## src/rtl/online_ccm_sched_pkg.sv

```systemverilog
// Shared types and constants for the online CCM scheduler slice.
// Signed-digit encodings, FSM state type and the digits-to-bits width helper.
package online_ccm_sched_pkg;

    localparam logic [1:0] SD_ZERO = 2'b00;
    localparam logic [1:0] SD_POS  = 2'b10;
    localparam logic [1:0] SD_NEG  = 2'b01;

    typedef enum logic [1:0] {
        ST_IDLE = 2'd0,
        ST_FEED = 2'd1,
        ST_HOLD = 2'd2
    } sched_state_t;

    // Each SD digit occupies two bits, {plus, minus}.
    function automatic int sd_bits(input int n_digits);
        return 2 * n_digits;
    endfunction

endpackage

```

## src/rtl/online_ccm_sched_if.sv

```systemverilog
// Requester, datapath and result signals of the online CCM scheduler.
// The slave modport is the scheduler's view; master is the surrounding logic.
interface online_ccm_sched_if #(
    parameter int STAGE = 4
);
    import online_ccm_sched_pkg::*;

    logic                            req0_valid;
    logic [sd_bits(STAGE)-1:0]       req0_data;
    logic                            req0_ready;
    logic                            req1_valid;
    logic [sd_bits(STAGE)-1:0]       req1_data;
    logic                            req1_ready;
    logic                            dp_en;
    logic                            dp_first;
    logic [1:0]                      dp_x;
    logic [1:0]                      dp_z;
    logic                            res_valid;
    logic [sd_bits(STAGE+2)-1:0]     res_data;
    logic                            res_id;
    logic                            res_ready;

    modport slave (
        input  req0_valid, req0_data, req1_valid, req1_data, dp_z, res_ready,
        output req0_ready, req1_ready, dp_en, dp_first, dp_x,
               res_valid, res_data, res_id
    );

    modport master (
        output req0_valid, req0_data, req1_valid, req1_data, dp_z, res_ready,
        input  req0_ready, req1_ready, dp_en, dp_first, dp_x,
               res_valid, res_data, res_id
    );

endinterface

```

## src/rtl/online_rr_arb2.sv

```systemverilog
// Two-way round-robin grant; the requester that did not win last time has priority.
// last_grant only moves when the grant is actually accepted.
module online_rr_arb2 (
    input  logic clk,
    input  logic rst_n,
    input  logic valid0,
    input  logic valid1,
    input  logic accept,
    output logic grant
);

    logic last_grant;

    always_comb begin
        if (valid0 && valid1) begin
            grant = ~last_grant;
        end else begin
            grant = valid1;
        end
    end

    always_ff @(posedge clk or negedge rst_n) begin
        if (!rst_n) begin
            last_grant <= 1'b1;
        end else if (accept) begin
            last_grant <= grant;
        end
    end

endmodule

```

## src/rtl/online_ccm_sched.sv

```systemverilog
// Shares one digit-serial online multiply-by-3 datapath between two requesters:
// feeds operand digits MSD-first, pads for the online delay and collects the result.
//
//   state   | meaning
//   --------+------------------------------------------------------------
//   IDLE    | arbitrate; accept one operand and clear the result register
//   FEED    | one digit step per cycle; capture dp_z once cnt >= DELAY
//   HOLD    | present result until the consumer takes it
module online_ccm_sched
    import online_ccm_sched_pkg::*;
#(
    parameter int STAGE = 4,
    parameter int DELAY = 2
) (
    input  logic                    clk,
    input  logic                    rst_n,
    online_ccm_sched_if.slave       bus
);

    localparam int OUT_DIGITS = STAGE + 2;
    localparam int OP_W       = sd_bits(STAGE);
    localparam int RES_W      = sd_bits(OUT_DIGITS);
    localparam int STEPS      = DELAY + OUT_DIGITS;
    localparam int CNT_W      = (STEPS > 1) ? $clog2(STEPS) : 1;
    localparam logic [CNT_W-1:0] LAST_CNT  = CNT_W'(STEPS - 1);
    localparam logic [CNT_W-1:0] DELAY_CNT = CNT_W'(DELAY);
    localparam logic [CNT_W-1:0] STAGE_CNT = CNT_W'(STAGE);

    sched_state_t       state, state_nxt;
    logic [CNT_W-1:0]   cnt;
    logic [OP_W-1:0]    opnd;
    logic [RES_W-1:0]   res_data_q;
    logic               res_id_q;
    logic               grant;
    logic               accept0, accept1, accept;

    online_rr_arb2 u_arb (
        .clk    (clk),
        .rst_n  (rst_n),
        .valid0 (bus.req0_valid),
        .valid1 (bus.req1_valid),
        .accept (accept),
        .grant  (grant)
    );

    always_comb begin
        accept0 = (state == ST_IDLE) && !grant && bus.req0_valid;
        accept1 = (state == ST_IDLE) &&  grant && bus.req1_valid;
        accept  = accept0 || accept1;
    end

    always_ff @(posedge clk or negedge rst_n) begin
        if (!rst_n) begin
            state <= ST_IDLE;
        end else begin
            state <= state_nxt;
        end
    end

    always_comb begin
        state_nxt      = state;
        bus.req0_ready = 1'b0;
        bus.req1_ready = 1'b0;
        bus.dp_en      = 1'b0;
        bus.dp_first   = 1'b0;
        bus.dp_x       = SD_ZERO;
        bus.res_valid  = 1'b0;
        bus.res_data   = res_data_q;
        bus.res_id     = res_id_q;
        case (state)
            ST_IDLE: begin
                bus.req0_ready = accept0;
                bus.req1_ready = accept1;
                if (accept) begin
                    state_nxt = ST_FEED;
                end
            end
            ST_FEED: begin
                bus.dp_en    = 1'b1;
                bus.dp_first = (cnt == '0);
                if (cnt < STAGE_CNT) begin
                    bus.dp_x = opnd[OP_W-1 -: 2];
                end
                if (cnt == LAST_CNT) begin
                    state_nxt = ST_HOLD;
                end
            end
            ST_HOLD: begin
                bus.res_valid = 1'b1;
                if (bus.res_ready) begin
                    state_nxt = ST_IDLE;
                end
            end
            default: begin
                state_nxt = ST_IDLE;
            end
        endcase
    end

    // Operand shifter, step counter and result collector.
    always_ff @(posedge clk or negedge rst_n) begin
        if (!rst_n) begin
            cnt        <= '0;
            opnd       <= '0;
            res_data_q <= '0;
            res_id_q   <= 1'b0;
        end else if (accept) begin
            cnt        <= '0;
            opnd       <= grant ? bus.req1_data : bus.req0_data;
            res_data_q <= '0;
            res_id_q   <= grant;
        end else if (state == ST_FEED) begin
            opnd <= {opnd[OP_W-3:0], SD_ZERO};
            if (cnt != LAST_CNT) begin
                cnt <= cnt + CNT_W'(1);
            end
            if (cnt >= DELAY_CNT) begin
                res_data_q <= {res_data_q[RES_W-3:0], bus.dp_z};
            end
        end
    end

endmodule

```

## src/flat_wrapper.sv

```systemverilog
// flat-port wrapper written by rule: the top's interface ports become plain ports
module online_ccm_sched_flat import online_ccm_sched_pkg::*;
#(
    parameter int STAGE = 4,
    parameter int DELAY = 2
)
  (clk, rst_n, bus_req0_valid, bus_req0_data, bus_req1_valid, bus_req1_data, bus_dp_z, bus_res_ready, bus_req0_ready, bus_req1_ready, bus_dp_en, bus_dp_first, bus_dp_x, bus_res_valid, bus_res_data, bus_res_id);
  online_ccm_sched_if #(.STAGE(STAGE)) bus_i ();
  input  logic clk;
  input  logic rst_n;
  input wire logic [$bits(bus_i.req0_valid)-1:0] bus_req0_valid;
  input wire logic [$bits(bus_i.req0_data)-1:0] bus_req0_data;
  input wire logic [$bits(bus_i.req1_valid)-1:0] bus_req1_valid;
  input wire logic [$bits(bus_i.req1_data)-1:0] bus_req1_data;
  input wire logic [$bits(bus_i.dp_z)-1:0] bus_dp_z;
  input wire logic [$bits(bus_i.res_ready)-1:0] bus_res_ready;
  output wire logic [$bits(bus_i.req0_ready)-1:0] bus_req0_ready;
  output wire logic [$bits(bus_i.req1_ready)-1:0] bus_req1_ready;
  output wire logic [$bits(bus_i.dp_en)-1:0] bus_dp_en;
  output wire logic [$bits(bus_i.dp_first)-1:0] bus_dp_first;
  output wire logic [$bits(bus_i.dp_x)-1:0] bus_dp_x;
  output wire logic [$bits(bus_i.res_valid)-1:0] bus_res_valid;
  output wire logic [$bits(bus_i.res_data)-1:0] bus_res_data;
  output wire logic [$bits(bus_i.res_id)-1:0] bus_res_id;
  assign bus_i.req0_valid = bus_req0_valid;
  assign bus_i.req0_data = bus_req0_data;
  assign bus_i.req1_valid = bus_req1_valid;
  assign bus_i.req1_data = bus_req1_data;
  assign bus_i.dp_z = bus_dp_z;
  assign bus_i.res_ready = bus_res_ready;
  assign bus_req0_ready = bus_i.req0_ready;
  assign bus_req1_ready = bus_i.req1_ready;
  assign bus_dp_en = bus_i.dp_en;
  assign bus_dp_first = bus_i.dp_first;
  assign bus_dp_x = bus_i.dp_x;
  assign bus_res_valid = bus_i.res_valid;
  assign bus_res_data = bus_i.res_data;
  assign bus_res_id = bus_i.res_id;
  online_ccm_sched #(.STAGE(STAGE), .DELAY(DELAY)) u_core (.clk(clk), .rst_n(rst_n), .bus(bus_i));
endmodule
```

## config.mk

```make
export PLATFORM = sky130hd
export DESIGN_NAME = online_ccm_sched_flat
export DESIGN_NICKNAME = d
export VERILOG_FILES = /design/src/rtl/online_ccm_sched_pkg.sv /design/src/rtl/online_ccm_sched_if.sv /design/src/rtl/online_rr_arb2.sv /design/src/rtl/online_ccm_sched.sv /design/src/flat_wrapper.sv
export SDC_FILE = /design/constraint.sdc
export NUM_CORES = 1
export LEC_CHECK = 0
export CAP_MARGIN = 20
export CORE_ASPECT_RATIO = 1.25
export CORE_MARGIN = 3
export CORE_UTILIZATION = 40
export DETAILED_ROUTE_END_ITERATION = 7
export GPL_TIMING_DRIVEN = 0
export PLACE_DENSITY = 0.75
export SLEW_MARGIN = 20
export SYNTH_ARGS = -nofsm -noshare
export SYNTH_HDL_FRONTEND = slang
export SYNTH_SLANG_ARGS = --single-unit
```

## constraint.sdc

```tcl
create_clock -name clk -period 2.9 [get_ports clk]
set_input_delay 0.435 -clock clk [delete_from_list [all_inputs] [get_ports clk]]
set_output_delay 0.435 -clock clk [all_outputs]
set_load 0.02 [all_outputs]
```

==> results of run 1 <==
critical path, cell delays in order:
cell and delay, ns:
clkdlybuf4s50_1 0.55, a21bo_2 0.25, buf_6 0.15, nor2_1 0.14, clkdlybuf4s50_1 0.63
layout by cell type (no fill, tap or decap), types with 2 or more instances in the layout:
master            n
o221ai_1          6
nand3_1           6
o21ai_2           2
mux2i_1          22
ha_1              4
nor2_1            4
nand2_1           6
buf_6             4
a21oi_1           3
o21ai_0          12
nor3b_1           4
dfrtp_1          26
o21ai_1           6
clkbuf_8          3
clkdlybuf4s50_1  41
inv_1             3
buf_2             3
buf_8             2
flip-flops by register name, indices dropped and copies added, names as in the netlist:
| signal | flops |
|---|---|
| u_core.bus.res_data | 12 |
| u_core.bus.res_id | 1 |
| u_core.cnt | 3 |
| u_core.opnd | 8 |
| u_core.state | 2 |
| u_core.u_arb.last_grant | 1 |
metrics by stage:
stage	power, uW	hold slack [ns]	instance area [um^2]	utilization [%]
after floorplan	1350	0.139	1450	-
after detailed placement	1770	0.477	1910	57.3
final	1980	0.155	1960	58.7
after global routing	2120	0.199	1960	58.7
after CTS	1990	0.172	1960	58.7
after global placement	1740	0.462	1920	57.5
final timing paths:
| kind | from | endpoint | slack [ns] | cells after the start |
|---|---|---|---|---|
| worst max-delay path | bus_req1_valid | bus_req1_ready | 0.32 | 5 |
| worst min-delay path | rst_n | u_core.bus.res_id | 0.15 | 1 |
| worst max register to register | u_core.cnt[1] | u_core.cnt[0] | 1.26 | 5 |
| worst min register to register | u_core.bus.res_id | u_core.bus.res_id | 0.49 | 1 |
| max in group asynchronous | rst_n | u_core.opnd[5] | 2.35 | 1 |
| min in group clk | u_core.bus.res_id | u_core.bus.res_id | 0.49 | 1 |
layer usage:
metal / up-vias / track usage, %
met2: 34 / 27.6
met5: - / 0
li1: 560 / -
met4: 0 / 5.67
met3: 5 / 2.81
met1: 562 / 20.2
power by group:
part	internal (uW)	switching (uW)	total (uW)	leakage, uW
Combinational	517	591	1110	0.000500
Clock	96.4	120	216	0.0000255
Sequential	543	115	658	0.000348
layout make-up:
class / count / share of cell area, %
Clock buffer: 3 / 2.11
Multi-Input combinational cell: 89 / 34.0
Tap cell: 37 / 2.36
Timing Repair Buffer: 42 / 21.2
Sequential cell: 27 / 34.5
Inverter: 4 / 0.893
Clock inverter: 1 / 0.255
Buffer: 9 / 4.72
logic make-up (layout without fill, tap and decap cells):
family	after synthesis	in the layout	share of synthesized area, %
mux	22	22	15.2
flops	27	27	46.6
simple gates	28	28	11.9
xor+xnor	1	1	0.603
fa+ha+maj	4	4	3.45
buf+inv	13	59	7.58
compound gates	34	34	14.7
==> flow_metrics.env, run 1 <==
export IMPL_status="finished, final reports clean"
export IMPL_grt_max_degree=28
export IMPL_rsz0062_at_grt="false"
export IMPL_core_um2=3340
export IMPL_clk_pin_slew_ns=0.09
export IMPL_final_instance_count_excl_fill=212
export IMPL_synth_top_area_share_pct=44.8
export IMPL_nFillCells=297
export IMPL_post_drt_via_cell_ratio=5.48
export IMPL_rows=23
export IMPL_postCtsHoldBufs=0
export IMPL_finalHoldViolations=0
export IMPL_synth_cell_types=33
export IMPL_place_congestion=0.763
export IMPL_wire_per_inst_um=15.5
export IMPL_via_count=1161
export IMPL_power_density_nw_per_um2=1010
export IMPL_synth_cells=129
export IMPL_dp_hpwl_mm=2.47
export IMPL_synthesis_area_um2=1450
export IMPL_die_area_um2=4400
export IMPL_yosysWarnings=0
export IMPL_seq_area_um2=677
export IMPL_drt_antenna_violating_nets=0
export IMPL_worst_setup_path_type="input pin to output port"
export IMPL_startpoint_type="input pin"
export IMPL_drc=0
export IMPL_area_growth_syn_to_layout_pct=35.0
export IMPL_die_y_um=73.4
export IMPL_top_layer_used="met4"
export IMPL_async_reset_ff_share_pct=100
export IMPL_start_util_pct=43.5
export IMPL_crit_fanout=10
export IMPL_synthesis_nets=156
export IMPL_yosys_top_cells_area="dfrtp_1, mux2i_1, o21ai_0, o221ai_1, ha_1"
export IMPL_dp_cells=208
export IMPL_clock_skew_ns=0.00473
export IMPL_n_antenna_cell=0
export IMPL_port_buffers=42
export IMPL_setup_worst_path_end_class="output port"
export IMPL_worstHoldPathType="input pin to async pin"
export IMPL_required_ns=2.47
export IMPL_ir_drop_mv=0.489
export IMPL_track_usage_pct=16.2
export IMPL_synthFlopType="dfrtp_1"
export IMPL_grt_ovfl_total=0
export IMPL_synth_ff_latch_count=27
export IMPL_multi_input_area_um2=666
export IMPL_num_io_pins=43
export IMPL_clock_path_buffers=2
export IMPL_wl_met1_mm=1.37
export IMPL_avgSynthCellArea_um2=11.3
export IMPL_period_share_pct=89.0
export IMPL_yosysMostFrequentCell="dfrtp_1"
export IMPL_pre_cts_slack_ns=0.307
export IMPL_tns_ns=0
export IMPL_clk_latency_ns=0.28
export IMPL_routed_wl_mm=3.30
export IMPL_synth_edf_count=0
export IMPL_drtIter0Drc=27
export IMPL_cts_resized=0
export IMPL_cts_tree="built"
export IMPL_cts_made_buffers=3
export IMPL_cts_setup_buffers=0
export IMPL_worstMarginPinSlew_ns=0.605
export IMPL_maxSlewHeadroom_pct=59.6
export IMPL_yosysTopAreaCell="dfrtp_1"
export IMPL_layout_min_cycle_time_ns=2.58
export IMPL_yosysSeqAreaShare_pct=46.6
export IMPL_cts_sinks=27
export IMPL_setup_ws_ns=0.319
export IMPL_first_global_vias=1160
export IMPL_ys_top_cells_by_count="dfrtp_1, mux2i_1, o21ai_0"
export IMPL_wl_met2_mm=1.73
export IMPL_dr_wl_met3_um=148
export IMPL_antenna_found_initial=0
export IMPL_die_w_um=59.9
export IMPL_cts_root_buf="clkbuf_8"
export IMPL_worst_ep_arrival_time_ns=2.15
export IMPL_setup_viol=0
export IMPL_nets=203
export IMPL_grt_pass1_wl_mm=5.43
export IMPL_drv_slew=0
export IMPL_drv_cap=0
export IMPL_detailedRoute_firstPassIterationCount=4
export IMPL_fmax_mhz=387
export IMPL_ctsHtreeMaxLevel=1
export IMPL_layout_drive_gt1_share_pct=13.1
export IMPL_power_leakage_uw=0.000873
No activity file was read; power rests on OpenSTA's default activity.
==> run 2: changes to the inputs <==
Settings changed: DONT_BUFFER_PORTS from default to 1, PLACE_DENSITY 0.75 to 0.59.
==> flow_metrics.env, run 2 (synthesis results as in run 1) <==
export IMPL_layout_drive_gt1_share_pct=16.3
export IMPL_die_y_um=73.4
export IMPL_crit_fanout=10
export IMPL_path_cells="nand2b_1, buf_6, buf_2, nor3b_1"
export IMPL_drv_slew=0
export IMPL_cts_made_buffers=3
export IMPL_clk_latency_ns=0.27
export IMPL_nets=163
export IMPL_num_io_pins=43
export IMPL_final_cell_mix="dfrtp_1, mux2i_1, o21ai_0"
export IMPL_start_util_pct=43.5
export IMPL_largest_register_ffs=12
export IMPL_clock_path_buffers=2
export IMPL_finalHoldViolations=0
export IMPL_p_total_uw=1720
export IMPL_maxSlewHeadroom_pct=52.4
export IMPL_met3_usage_pct=3.34
export IMPL_power_density_nw_per_um2=1090
export IMPL_cts_tree="built"
export IMPL_die_area_um2=4400
export IMPL_drv_cap=0
export IMPL_n_antenna_cell=0
export IMPL_power_leakage_uw=0.000726
export IMPL_detailedRoute_firstPassIterationCount=4
export IMPL_ctsHtreeMaxLevel=1
export IMPL_grt_max_degree=28
export IMPL_drt_antenna_violating_nets=0
export IMPL_grtUsageMet2_pct=24.6
export IMPL_routed_wl_mm=2.95
export IMPL_final_common_cell="dfrtp_1"
export IMPL_r2r_slack_ns=1.26
export IMPL_cts_root_buf="clkbuf_8"
export IMPL_setup_worst_path_end_class="output port"
export IMPL_tns_ns=0
export IMPL_antenna_found_initial=0
export IMPL_place_congestion=0.852
export IMPL_die_w_um=59.9
export IMPL_dp_hpwl_mm=2.15
export IMPL_cpMaxStageDelayCell="nor3b_1"
export IMPL_required_ns=2.47
export IMPL_grt_ovfl_total=0
export IMPL_drc=0
export IMPL_clock_skew_ns=0.00119
export IMPL_cp_slowest_stage_delay_ns=0.62
export IMPL_worstMarginPinSlew_ns=0.713
export IMPL_grt_pass1_wl_mm=4.80
export IMPL_status="finished, final reports clean"
export IMPL_grt_busiest_layer="met2"
export IMPL_layout_min_cycle_time_ns=2.26
export IMPL_ir_drop_mv=0.613
export IMPL_fmax_mhz=442
export IMPL_period_share_pct=78.0
export IMPL_worst_setup_path_type="flip-flop to output port"
export IMPL_grtUsageMet1_pct=17.2
export IMPL_startpoint_type="flip-flop"
export IMPL_rows=23
export IMPL_wire_per_inst_um=17.1
export IMPL_hold_slack_ns=0.216
export IMPL_drtIter0Drc=74
export IMPL_track_usage_pct=14.3
export IMPL_rsz0062_at_grt="false"
export IMPL_port_buffers=0
export IMPL_via_count=1011
export IMPL_first_global_vias=1029
export IMPL_core_um2=3340
export IMPL_area_growth_syn_to_layout_pct=8.35
export IMPL_setup_viol=0
export IMPL_cts_sinks=27
export IMPL_worstHoldPathType="input pin to flip-flop"
export IMPL_post_drt_via_cell_ratio=5.88
export IMPL_clk_pin_slew_ns=0.09
export IMPL_worst_ep_arrival_time_ns=1.83
==> run 2: metal layers <==
| metal | vias to the layer above | wire length [um] | part of all wire [%] |
|---|---|---|---|
| li1 | 476 | - | - |
| met5 | - | 0 | 0 |
| met2 | 52 | 1440 | 49 |
| met3 | 4 | 317 | 11 |
| met1 | 479 | 1160 | 39 |
| met4 | 0 | 27 | 0.92 |
==> run 2: critical path, delay by kind of cell, from the launching register on <==
| family | cells | cell delay (ns) |
|---|---|---|
| and+or+nand+nor | 2 | 0.79 |
| DFF | 1 | 0.43 |
| buffers and inverters | 2 | 0.34 |
==> run 2: stage by stage <==
stage	cell area, um^2	worst slack [ns]	utilization, %	std cells
floorplan	1450	1.09	-	129
finish	1570	0.637	47.2	172
global placement	1500	0.926	44.9	166
CTS	1570	0.606	47.2	172
global route	1570	0.511	47.2	172
detailed placement	1500	0.913	44.9	166
==> run 2: worst paths after layout <==
kind,startpoint,endpoint,cells after the start
max in group asynchronous,rst_n,u_core.u_arb.last_grant,2
worst min-delay path,bus_req0_valid,u_core.u_arb.last_grant,1
min in group asynchronous,rst_n,u_core.bus.res_data[8],2
worst max register to register,u_core.cnt[1],u_core.cnt[0],5
worst min register to register,u_core.u_arb.last_grant,u_core.u_arb.last_grant,2
worst max-delay path,u_core.state[1],bus_dp_x[0],4
==> run 2: power by group <==
group | internal (uW) | switching, uW
clock network | 98.3 | 113
registers | 542 | 227
logic | 311 | 431
==> run 2: timing repair <==
action                    CTS  global route
hold buffers                2             0
setup buffers               0             0
resized for setup           0             0
hold endpoints to repair   27             0
==> run 2: layout make-up <==
cell class              count  area (um^2)
clock buffers               4         45.0
flip-flops and latches     27          677
well taps                  37         46.3
fillers                   309         1760
multi-input cells          89          666
inverters                   4         17.5
plain buffers               9         92.6
repair buffers              2         30.0
==> run 3: changes to the inputs <==
Settings changed: PLACE_DENSITY 0.59 to 0.61.
Clock period 2.9 ns to 1.8 ns, I/O delays scaled along.
==> flow_metrics.env, run 3 (synthesis results as in run 1) <==
export IMPL_power_leakage_uw=0.000731
export IMPL_cp_slowest_stage_delay_ns=0.42
export IMPL_final_cell_mix="dfrtp_1, mux2i_1, o21ai_0"
export IMPL_hold_path_endpoint="u_core.u_arb.last_grant"
export IMPL_dp_cells=166
export IMPL_r2r_start="u_core.cnt[1]"
export IMPL_worst_setup_path_type="flip-flop to output port"
export IMPL_worst_ep_arrival_time_ns=1.47
export IMPL_num_io_pins=43
export IMPL_via_count=1007
export IMPL_grt_max_degree=28
export IMPL_ir_drop_mv=1.03
export IMPL_final_area_um2=1610
export IMPL_rsz0062_at_grt="false"
export IMPL_hp_start="bus_req0_valid"
export IMPL_post_dp_cell_area_um2=1500
export IMPL_setup_worst_path_end_class="output port"
export IMPL_track_usage_pct=14.7
export IMPL_die_area_um2=4400
export IMPL_fmax_mhz=576
export IMPL_cpMaxStageDelayCell="dfrtp_1"
export IMPL_pre_cts_slack_ns=-0.0227
export IMPL_tns_ns=0
export IMPL_layout_min_cycle_time_ns=1.74
export IMPL_largest_register_ffs=12
export IMPL_final_common_cell="dfrtp_1"
export IMPL_die_y_um=73.4
export IMPL_area_growth_syn_to_layout_pct=10.5
export IMPL_port_buffers=0
export IMPL_maxSlewHeadroom_pct=70.4
export IMPL_clk_pin_slew_ns=0.09
export IMPL_required_ns=1.53
export IMPL_power_density_nw_per_um2=1780
export IMPL_wire_per_inst_um=17.4
export IMPL_status="finished, final reports clean"
export IMPL_finalHoldViolations=0
export IMPL_clock_path_buffers=2
export IMPL_final_instance_count_excl_fill=171
export IMPL_setup_ws_ns=0.0634
export IMPL_r2r_end="u_core.cnt[0]"
export IMPL_period_share_pct=96.5
export IMPL_layout_drive_gt1_share_pct=18.7
export IMPL_path_cells="or2_1, buf_6, buf_8, nor2_2"
export IMPL_drc=0
export IMPL_die_w_um=59.9
export IMPL_hold_slack_ns=0.0512
export IMPL_grt_ovfl_total=0
export IMPL_drtIter0Drc=45
export IMPL_drv_cap=0
export IMPL_drv_slew=0
export IMPL_start_util_pct=43.5
export IMPL_worstHoldPathType="input pin to flip-flop"
export IMPL_detailedRoute_firstPassIterationCount=4
export IMPL_reg2reg_depth=5
export IMPL_cts_made_buffers=3
export IMPL_r2r_slack_ns=0.15
export IMPL_clock_skew_ns=0.00315
export IMPL_cts_sinks=27
export IMPL_nets=162
export IMPL_post_drt_via_cell_ratio=5.89
export IMPL_min_path_cells=1
export IMPL_core_um2=3340
export IMPL_cts_setup_buffers=0
export IMPL_routed_wl_mm=2.97
export IMPL_drt_antenna_violating_nets=0
export IMPL_antenna_found_initial=0
export IMPL_dp_hpwl_mm=2.25
export IMPL_n_antenna_cell=0
export IMPL_rows=23
export IMPL_startpoint_type="flip-flop"
export IMPL_cts_root_buf="clkbuf_8"
export IMPL_worstMarginPinSlew_ns=0.441
export IMPL_cts_tree="built"
export IMPL_crit_fanout=10
export IMPL_place_congestion=0.873
export IMPL_setup_viol=0
export IMPL_clk_latency_ns=0.27
export IMPL_grt_pass1_wl_mm=4.89
export IMPL_first_global_vias=1042
export IMPL_ctsHtreeMaxLevel=1
==> run 3: changes by cell type in the layout (fill, tap and decap cells not counted), sizes merged <==
cell / delta
buf: -1
==> run 3: worst max path at each step <==
| stage | start | depth (start not counted) | slack, ns | to |
|---|---|---|---|---|
| 6_report | u_core.state[0] | 4 | 0.06 | bus_req1_ready |
| 5_1_grt | u_core.cnt[1] | 5 | 0.006 | u_core.cnt[1] |
| 4_1_cts | u_core.state[0] | 4 | 0.05 | bus_req1_ready |
| 3_5_place_dp | u_core.state[1] | 4 | -0.02 | bus_dp_first |
| 3_3_place_gp | u_core.state[1] | 4 | 0.002 | bus_dp_first |
| 2_1_floorplan | u_core.state[1] | 4 | 0.15 | bus_dp_x[0] |
==> run 3: layout make-up <==
type	instances	area [um^2]
fill	322	1730
tap	37	46.3
inverter	4	17.5
multi-input combinational	89	702
buffer	8	87.6
sequential	27	677
clock buffer	4	45.0
timing repair buffer	2	30.0
==> run 3: routing by layer <==
metal	GRT usage (%)	vias up	wire (um)
li1	-	476	-
met1	17.8	482	1190
met4	5.42	0	33
met3	3.16	4	266
met2	25.0	45	1490
met5	0	-	0
==> run 3: timing repair <==
action | 4_1_cts | 5_1_grt
endpoints found under the setup margin | 4 | 0
endpoints found under the hold margin | 27 | 0
gates resized for setup | 7 | 0
hold buffers | 2 | 0
==> run 3: worst max-delay path: cells and delay by family (launching register included) <==
family                 cells  cell delay [ns]
and+or+nand+nor            2             0.49
buffers and inverters      2             0.28
DFF                        1             0.42
==> run 3: power breakdown <==
part | internal [uW] | switching (uW) | total, uW
combinational | 542 | 727 | 1270
clock | 159 | 184 | 343
sequential | 873 | 377 | 1250
total | 1570 | 1290 | 2860
==> run 3: per-stage QoR <==
stage	total power (uW)	utilization, %
after floorplan	2180	-
after global placement	2420	44.9
after detailed placement	2470	44.9
after CTS	2890	48.1
after global routing	3080	48.1
final	2860	48.1
